--- src/rtl/mul_div_unit.sv ---
// Iterative 32-bit multiply/divide unit with HI/LO registers (33-edge start-to-result latency).
// Define MULDIV_DIV_EN to compile in the DIV/DIVU datapath; otherwise divide starts are ignored.
module mul_div_unit (
    input  logic        clk,
    input  logic        rst,
    input  logic        start,
    input  logic [1:0]  op,
    input  logic [31:0] a,
    input  logic [31:0] b,
    input  logic        wr_hi,
    input  logic        wr_lo,
    input  logic [31:0] wdata,
    output logic        busy,
    output logic        done,
    output logic [31:0] hi,
    output logic [31:0] lo
);

    localparam logic [1:0] S_IDLE = 2'd0;
    localparam logic [1:0] S_RUN  = 2'd1;
    localparam logic [1:0] S_FIN  = 2'd2;

    logic [1:0]  state_q, state_d;
    logic [4:0]  cnt_q, cnt_d;
    logic [31:0] acc_hi_q, acc_hi_d;
    logic [31:0] acc_lo_q, acc_lo_d;
    logic [31:0] b_mag_q, b_mag_d;
    logic        neg_q, neg_d;
    logic        done_q, done_d;
    logic [31:0] hi_q, hi_d;
    logic [31:0] lo_q, lo_d;

    logic        accept;
    logic        op_signed;
    logic [31:0] a_mag;
    logic [31:0] b_mag;
    logic [32:0] mul_sum;
    logic [63:0] prod_res;

`ifdef MULDIV_DIV_EN
    logic        div_q, div_d;
    logic        rem_neg_q, rem_neg_d;
    logic        b_zero_q, b_zero_d;
    logic [31:0] a_raw_q, a_raw_d;
    logic [32:0] rem_sh;
    logic        rem_ge;
    logic [32:0] rem_sub;
`endif

    // op[0]=0 selects the signed variants (MULT, DIV)
    assign op_signed = ~op[0];
    assign a_mag     = (op_signed && a[31]) ? (~a + 32'd1) : a;
    assign b_mag     = (op_signed && b[31]) ? (~b + 32'd1) : b;

`ifdef MULDIV_DIV_EN
    assign accept = (state_q == S_IDLE) && start;
`else
    assign accept = (state_q == S_IDLE) && start && !op[1];
`endif

    // Multiply: acc_lo holds the remaining multiplier bits, acc_hi the running upper partial product.
    assign mul_sum  = {1'b0, acc_hi_q} + {1'b0, (acc_lo_q[0] ? b_mag_q : 32'd0)};
    assign prod_res = neg_q ? (~{acc_hi_q, acc_lo_q} + 64'd1) : {acc_hi_q, acc_lo_q};

`ifdef MULDIV_DIV_EN
    // Divide: acc_hi is the partial remainder, acc_lo shifts dividend bits out and quotient bits in.
    assign rem_sh  = {acc_hi_q, acc_lo_q[31]};
    assign rem_ge  = (rem_sh >= {1'b0, b_mag_q});
    assign rem_sub = rem_sh - {1'b0, b_mag_q};
`endif

    always_comb begin
        state_d  = state_q;
        cnt_d    = cnt_q;
        acc_hi_d = acc_hi_q;
        acc_lo_d = acc_lo_q;
        b_mag_d  = b_mag_q;
        neg_d    = neg_q;
        done_d   = 1'b0;
        hi_d     = hi_q;
        lo_d     = lo_q;
`ifdef MULDIV_DIV_EN
        div_d     = div_q;
        rem_neg_d = rem_neg_q;
        b_zero_d  = b_zero_q;
        a_raw_d   = a_raw_q;
`endif
        case (state_q)
            S_IDLE: begin
                if (accept) begin
                    state_d  = S_RUN;
                    cnt_d    = 5'd0;
                    acc_hi_d = 32'd0;
                    acc_lo_d = a_mag;
                    b_mag_d  = b_mag;
                    neg_d    = op_signed & (a[31] ^ b[31]);
`ifdef MULDIV_DIV_EN
                    div_d     = op[1];
                    rem_neg_d = op_signed & a[31];
                    b_zero_d  = (b == 32'd0);
                    a_raw_d   = a;
`endif
                end else begin
                    if (wr_hi) hi_d = wdata;
                    if (wr_lo) lo_d = wdata;
                end
            end
            S_RUN: begin
                cnt_d = cnt_q + 5'd1;
                if (cnt_q == 5'd31) state_d = S_FIN;
`ifdef MULDIV_DIV_EN
                if (div_q) begin
                    acc_hi_d = rem_ge ? rem_sub[31:0] : rem_sh[31:0];
                    acc_lo_d = {acc_lo_q[30:0], rem_ge};
                end else
`endif
                begin
                    acc_hi_d = mul_sum[32:1];
                    acc_lo_d = {mul_sum[0], acc_lo_q[31:1]};
                end
            end
            S_FIN: begin
                state_d = S_IDLE;
                done_d  = 1'b1;
`ifdef MULDIV_DIV_EN
                if (div_q) begin
                    if (b_zero_q) begin
                        hi_d = a_raw_q;
                        lo_d = 32'hFFFF_FFFF;
                    end else begin
                        lo_d = neg_q ? (~acc_lo_q + 32'd1) : acc_lo_q;
                        hi_d = rem_neg_q ? (~acc_hi_q + 32'd1) : acc_hi_q;
                    end
                end else
`endif
                begin
                    hi_d = prod_res[63:32];
                    lo_d = prod_res[31:0];
                end
            end
            default: state_d = S_IDLE;
        endcase
    end

    always_ff @(posedge clk) begin
        if (rst) begin
            state_q  <= S_IDLE;
            cnt_q    <= 5'd0;
            acc_hi_q <= 32'd0;
            acc_lo_q <= 32'd0;
            b_mag_q  <= 32'd0;
            neg_q    <= 1'b0;
            done_q   <= 1'b0;
            hi_q     <= 32'd0;
            lo_q     <= 32'd0;
`ifdef MULDIV_DIV_EN
            div_q     <= 1'b0;
            rem_neg_q <= 1'b0;
            b_zero_q  <= 1'b0;
            a_raw_q   <= 32'd0;
`endif
        end else begin
            state_q  <= state_d;
            cnt_q    <= cnt_d;
            acc_hi_q <= acc_hi_d;
            acc_lo_q <= acc_lo_d;
            b_mag_q  <= b_mag_d;
            neg_q    <= neg_d;
            done_q   <= done_d;
            hi_q     <= hi_d;
            lo_q     <= lo_d;
`ifdef MULDIV_DIV_EN
            div_q     <= div_d;
            rem_neg_q <= rem_neg_d;
            b_zero_q  <= b_zero_d;
            a_raw_q   <= a_raw_d;
`endif
        end
    end

    assign busy = (state_q != S_IDLE);
    assign done = done_q;
    assign hi   = hi_q;
    assign lo   = lo_q;

endmodule

--- config.mk ---
export PLATFORM = sky130hd
export DESIGN_NAME = mul_div_unit
export DESIGN_NICKNAME = d
export VERILOG_FILES = /design/src/rtl/mul_div_unit.sv
export SDC_FILE = /design/constraint.sdc
export NUM_CORES = 1
export LEC_CHECK = 0
export CORE_ASPECT_RATIO = 1.25
export CORE_MARGIN = 2
export CORE_UTILIZATION = 25
export CTS_CLUSTER_DIAMETER = 50
export DETAILED_ROUTE_END_ITERATION = 8
export DONT_BUFFER_PORTS = 1
export PLACE_DENSITY_LB_ADDON = 0.05
export SYNTH_ARGS = -nofsm -noshare
export SYNTH_HDL_FRONTEND = slang
export SYNTH_SLANG_ARGS = --single-unit
export TNS_END_PERCENT = 30
--- constraint.sdc ---
create_clock -name clk -period 9.6 [get_ports clk]
set_input_delay 0.48 -clock clk [delete_from_list [all_inputs] [get_ports clk]]
set_output_delay 0.48 -clock clk [all_outputs]
set_load 0.05 [all_outputs]
Word level (Yosys, flattened, before mapping)
Index checks and enable logic that the tools add are counted.
{"block": "classes", "n_addsub": 5, "multipliers": 0, "div_mod_pow": 0, "order_cmp": 0, "n_eq_ne": 8, "n_shift": 0, "mux": 20, "bitwise": 6, "reduce_logical": 14}
{"operator": "$mux 32", "n": 9}
{"operator": "$pmux 32 s2", "n": 4}
{"operator": "$add 32x1->32 const B", "n": 2}
{"operator": "$add 64x1->64 const B", "n": 1}
{"operator": "$mux 64", "n": 1}
{"operator": "$not 32->32", "n": 2}
{"operator": "$not 64->64", "n": 1}
{"operator": "$add 32x32->33", "n": 1}
{"operator": "$ne 2x2->1 const B", "n": 5}
{"operator": "$pmux 5 s2", "n": 1}
{"operator": "$reduce_and 2->1", "n": 3}
{"operator": "$reduce_and 3->1", "n": 2}
{"operator": "$reduce_bool 2->1", "n": 3}
{"operator": "$add 5x1->5 const B", "n": 1}
{"operator": "$eq 5x5->1 const B", "n": 1}
{"operator": "$mux 5", "n": 1}
{"operator": "$logic_and 1x1->1", "n": 4}
{"operator": "$mux 2", "n": 2}
{"operator": "$pmux 2 s2", "n": 1}
{"operator": "$eq 2x1->1 const B", "n": 1}
{"operator": "$eq 2x2->1 const B", "n": 1}
{"operator": "$logic_not 2->1", "n": 1}
{"operator": "$and 1x1->1", "n": 1}
{"operator": "$logic_not 1->1", "n": 1}
{"operator": "other kinds (3)", "n": 3}
{"block": "word_totals", "regBits": 169, "latch_bits": 0, "ram_bits": 0, "rom_bits": 0, "output_inout_bits": 66, "memories": 0}

Logic depth before layout (Yosys ltp)
{"block": "logic_depth", "word_depth": 5, "mapped_depth": 15, "mapped_depth_nobuf": 13}

Worst setup path before layout
OpenSTA, ideal clock, no wires.
{"block": "synth_timing", "kind": "register -> register", "startpoint": "register acc_lo_q[0]", "endpoint": "register acc_hi_q[29]", "arrival_ns": 3.069, "required_time_ns": 9.483, "path_slack_ns": 6.414, "stages_incl_launch_ff": 16, "cell_sequence": "dfxtp_1 > clkbuf_1 > clkbuf_1 > and2_1 > ha_1 > inv_1 > fa_1 > nand2b_1 > a21oi_1 > o2111a_1 > o21ai_0 > o31ai_1 > nand4_1 > o21ai_0 > xor2_1 > a22o_1"}
{"block": "synth_between", "elab_chain_cells": 3}
{"element": "start: declaration", "line": "26", "rtl": "logic [31:0] acc_lo_q, acc_lo_d;"}
{"element": "start signal: assignment", "line": "166", "rtl": "acc_lo_q <= acc_lo_d;"}
{"element": "$mux 32", "line": "62", "rtl": "assign mul_sum = {1'b0, acc_hi_q} + {1'b0, (acc_lo_q[0] ? b_mag_q : 32'd0)};"}
{"element": "$add 32x32->33", "line": "62"}
{"element": "$pmux 32 s2", "line": "88", "rtl": "case (state_q)"}
{"element": "end signal: assignment", "line": "165", "rtl": "acc_hi_q <= acc_hi_d;"}
{"element": "end: declaration", "line": "25", "rtl": "logic [31:0] acc_hi_q, acc_hi_d;"}
No other way between the ends.
A chain may end at the register's enable or synchronous reset.

Worst setup path after layout
Same ends and word-level chain as after synthesis.

==> metrics.cfg <==
[logic_synthesis]
synth_flop_cell=dfxtp_1
syn_area_um2=10800
synth_seq_cells=169
ys_types=68
yosysSeqAreaShare=0.312
synth_area_leaders=dfxtp_1 (31%), a21oi_1 (6.2%), xor2_1 (6.1%)
synthCells=1396
synthTopCellsByCount=dfxtp_1 (169), nor2_1 (160), a21oi_1 (134)
ys_warn_count=0
synth_edf_count=0
synth_top_area_frac=0.312
avgSynthCellArea_um2=7.76
synth_fp_nets=1537
synth_top_cell_by_area=dfxtp_1
async_flop_share=0
synth.most_common_cell=dfxtp_1

[clocking]
ctsLongestPathBuffers=2
tritoncts=yes
clk_latency_ns=0.47
htree_levels=4
cts_setup_buffers=0
cts.clk_slew.worst_paths_ns=0.07
cts-hold-fix-buffers=0
post_cts_resized=0
cts_buffers=17
cts.sinks=169
cts-root-buf=clkbuf_16

[finish]
antenna_cells=0
finalNetCount=1474
drive_gt1_frac=0.0527
nFillCells=4744
area_growth_pct=10.1
stdcell_area_um2=11900

[floorplanning]
initial_core_util=0.252
fp.dieW_um=190
core-area_um2=43000
die_y_um=237
die_area_um2=45000
rows=85
ios=169

[drt]
ant_nets=0
vias_per_cell=5.10
wl_per_cell_um=21.1
drt_iter0_markers=581
first_pass_iters=5
wirelength_um=40300
drc=0
vias=9742

[place]
place_congestion=0.820
portBuffers=0
placed_area_um2=11300
dpl.hpwl_um=30700

[critical_path]
worst_r2r_path_depth=14
end_kind=flip-flop
crit_arrival_ns=4.08
critPathRequiredTime_ns=9.95
cp_max_fo=32
start_kind=flip-flop
r2r_slack_ns=5.87
crit_type=flip-flop to flip-flop

[power]
leakage_uw=0.00438
p_per_area_nw_per_um2=155
ir_worst_vdd_mv=0.125

[sta]
final.setup.tns_ns=0
worstMarginPinSlew_ns=1.11
min_period_ns=3.73
setup_viol=0
maxClockFrequency_ghz=0.268
hold_viol=0
rsz0062_at_grt=false
drv_slew=0
fin_crit_sh=0.388
slew_headroom=0.261
finClkSkew_ns=0.0116

[global_routing]
grt_start_max_net_pins=151
grt-ovfl-total=0
grt_pass1_wl_um=61500
grt_pass1_vias=9715
grt_usage=0.180
antenna_found_initial=0

[status]
status=finished, final reports clean

[min_path]
holdPathStages=1
hp-class=input pin to flip-flop

[run]
maxCapViolations=0

==> critical path, stage by stage (launching register included) <==
cell and delay, ns:
dfxtp_1 0.44, buf_4 0.32, and2_1 0.20, ha_1 0.18, inv_1 0.06, fa_1 0.37
nand2b_1 0.19, a21oi_1 0.26, o2111a_1 0.28, o21ai_0 0.18, o31ai_1 0.42, nand4_1 0.20
o21ai_0 0.22, xor2_1 0.09, a22o_1 0.19
==> final timing paths <==
check,from,to
setup reg to reg,acc_lo_q[0],acc_hi_q[29]
hold reg to reg,cnt_q[4],cnt_q[4]
hold / removal,rst,cnt_q[4]
setup / recovery,acc_lo_q[0],acc_hi_q[29]
==> registers in the layout (all words and copies together), names as in the netlist <==
signal,cells
done,1
lo,32
b_mag_q,32
hi,32
acc_hi_q,32
state_q,2
acc_lo_q,32
cnt_q,5
neg_q,1
==> cells by family after synthesis <==
logic type	after synthesis	share of synthesized area
buf+inv	117	0.0409
simple gates	488	0.221
compound gates	449	0.272
flops	169	0.312
mux	3	0.00277
xor+xnor	132	0.107
fa+ha+maj	38	0.0446
==> power by group <==
part           switching [µW]  internal [µW]  leakage [µW]
clock                     329            415      0.000296
sequential                105            738       0.00138
combinational             162           95.3       0.00270
total                     596           1250       0.00438
==> cell usage in the layout (no fill, tap or decap), types with 5 or more instances in the layout <==
| cell type | instances |
|---|---|
| nand4_1 | 7 |
| o211ai_1 | 8 |
| and2_1 | 33 |
| a22o_1 | 16 |
| nand2b_1 | 19 |
| nor2_1 | 156 |
| a211oi_1 | 58 |
| a22oi_1 | 37 |
| or3_1 | 20 |
| clkbuf_16 | 17 |
| nand3_1 | 27 |
| buf_4 | 11 |
| or4_1 | 22 |
| o221ai_1 | 6 |
| o21ai_0 | 60 |
| o31ai_1 | 23 |
| nor4_1 | 6 |
| or2_2 | 7 |
| a21o_1 | 13 |
| xnor2_1 | 57 |
| clkinv_4 | 5 |
| o22ai_1 | 16 |
| dfxtp_1 | 168 |
| inv_1 | 24 |
| nor2b_1 | 10 |
| xor2_1 | 75 |
| o21a_1 | 6 |
| ha_1 | 37 |
| a31oi_1 | 17 |
| a21oi_1 | 134 |
| nor3_1 | 25 |
| a311oi_1 | 5 |
| nand2_1 | 122 |
| o41ai_1 | 14 |
==> metal layers <==
layer  up-vias  global-route usage  wire length [µm]
met2       177               0.320             20200
met4         0              0.0601               966
li1       4978                   -                 -
met3        36              0.0332              1560
met1      4551               0.215             17500
met5         -                   0                 0
==> layout make-up <==
type	count	area, µm²	area share
inverters	24	90.1	0.00755
well taps	565	707	0.0592
multi-input cells	1110	7050	0.591
clock buffers	17	425	0.0356
repair buffers	11	82.6	0.00692
clock inverters	15	191	0.0160
flip-flops and latches	169	3380	0.284
==> through the flow <==
stage | util | power, µW | hold slack [ns] | setup WS, ns | instances
2_1_floorplan | - | 1040 | 0.432 | 6.41 | 1396
5_1_grt | 0.278 | 1930 | 0.0813 | 5.54 | 1911
6_report | 0.278 | 1840 | 0.109 | 5.87 | 1911
3_5_place_dp | 0.263 | 1120 | 0.461 | 5.87 | 1879
4_1_cts | 0.278 | 1870 | 0.0824 | 5.85 | 1911
3_3_place_gp | 0.263 | 1120 | 0.442 | 6.01 | 1879
Note: power is estimated with default switching activity, not from simulation.
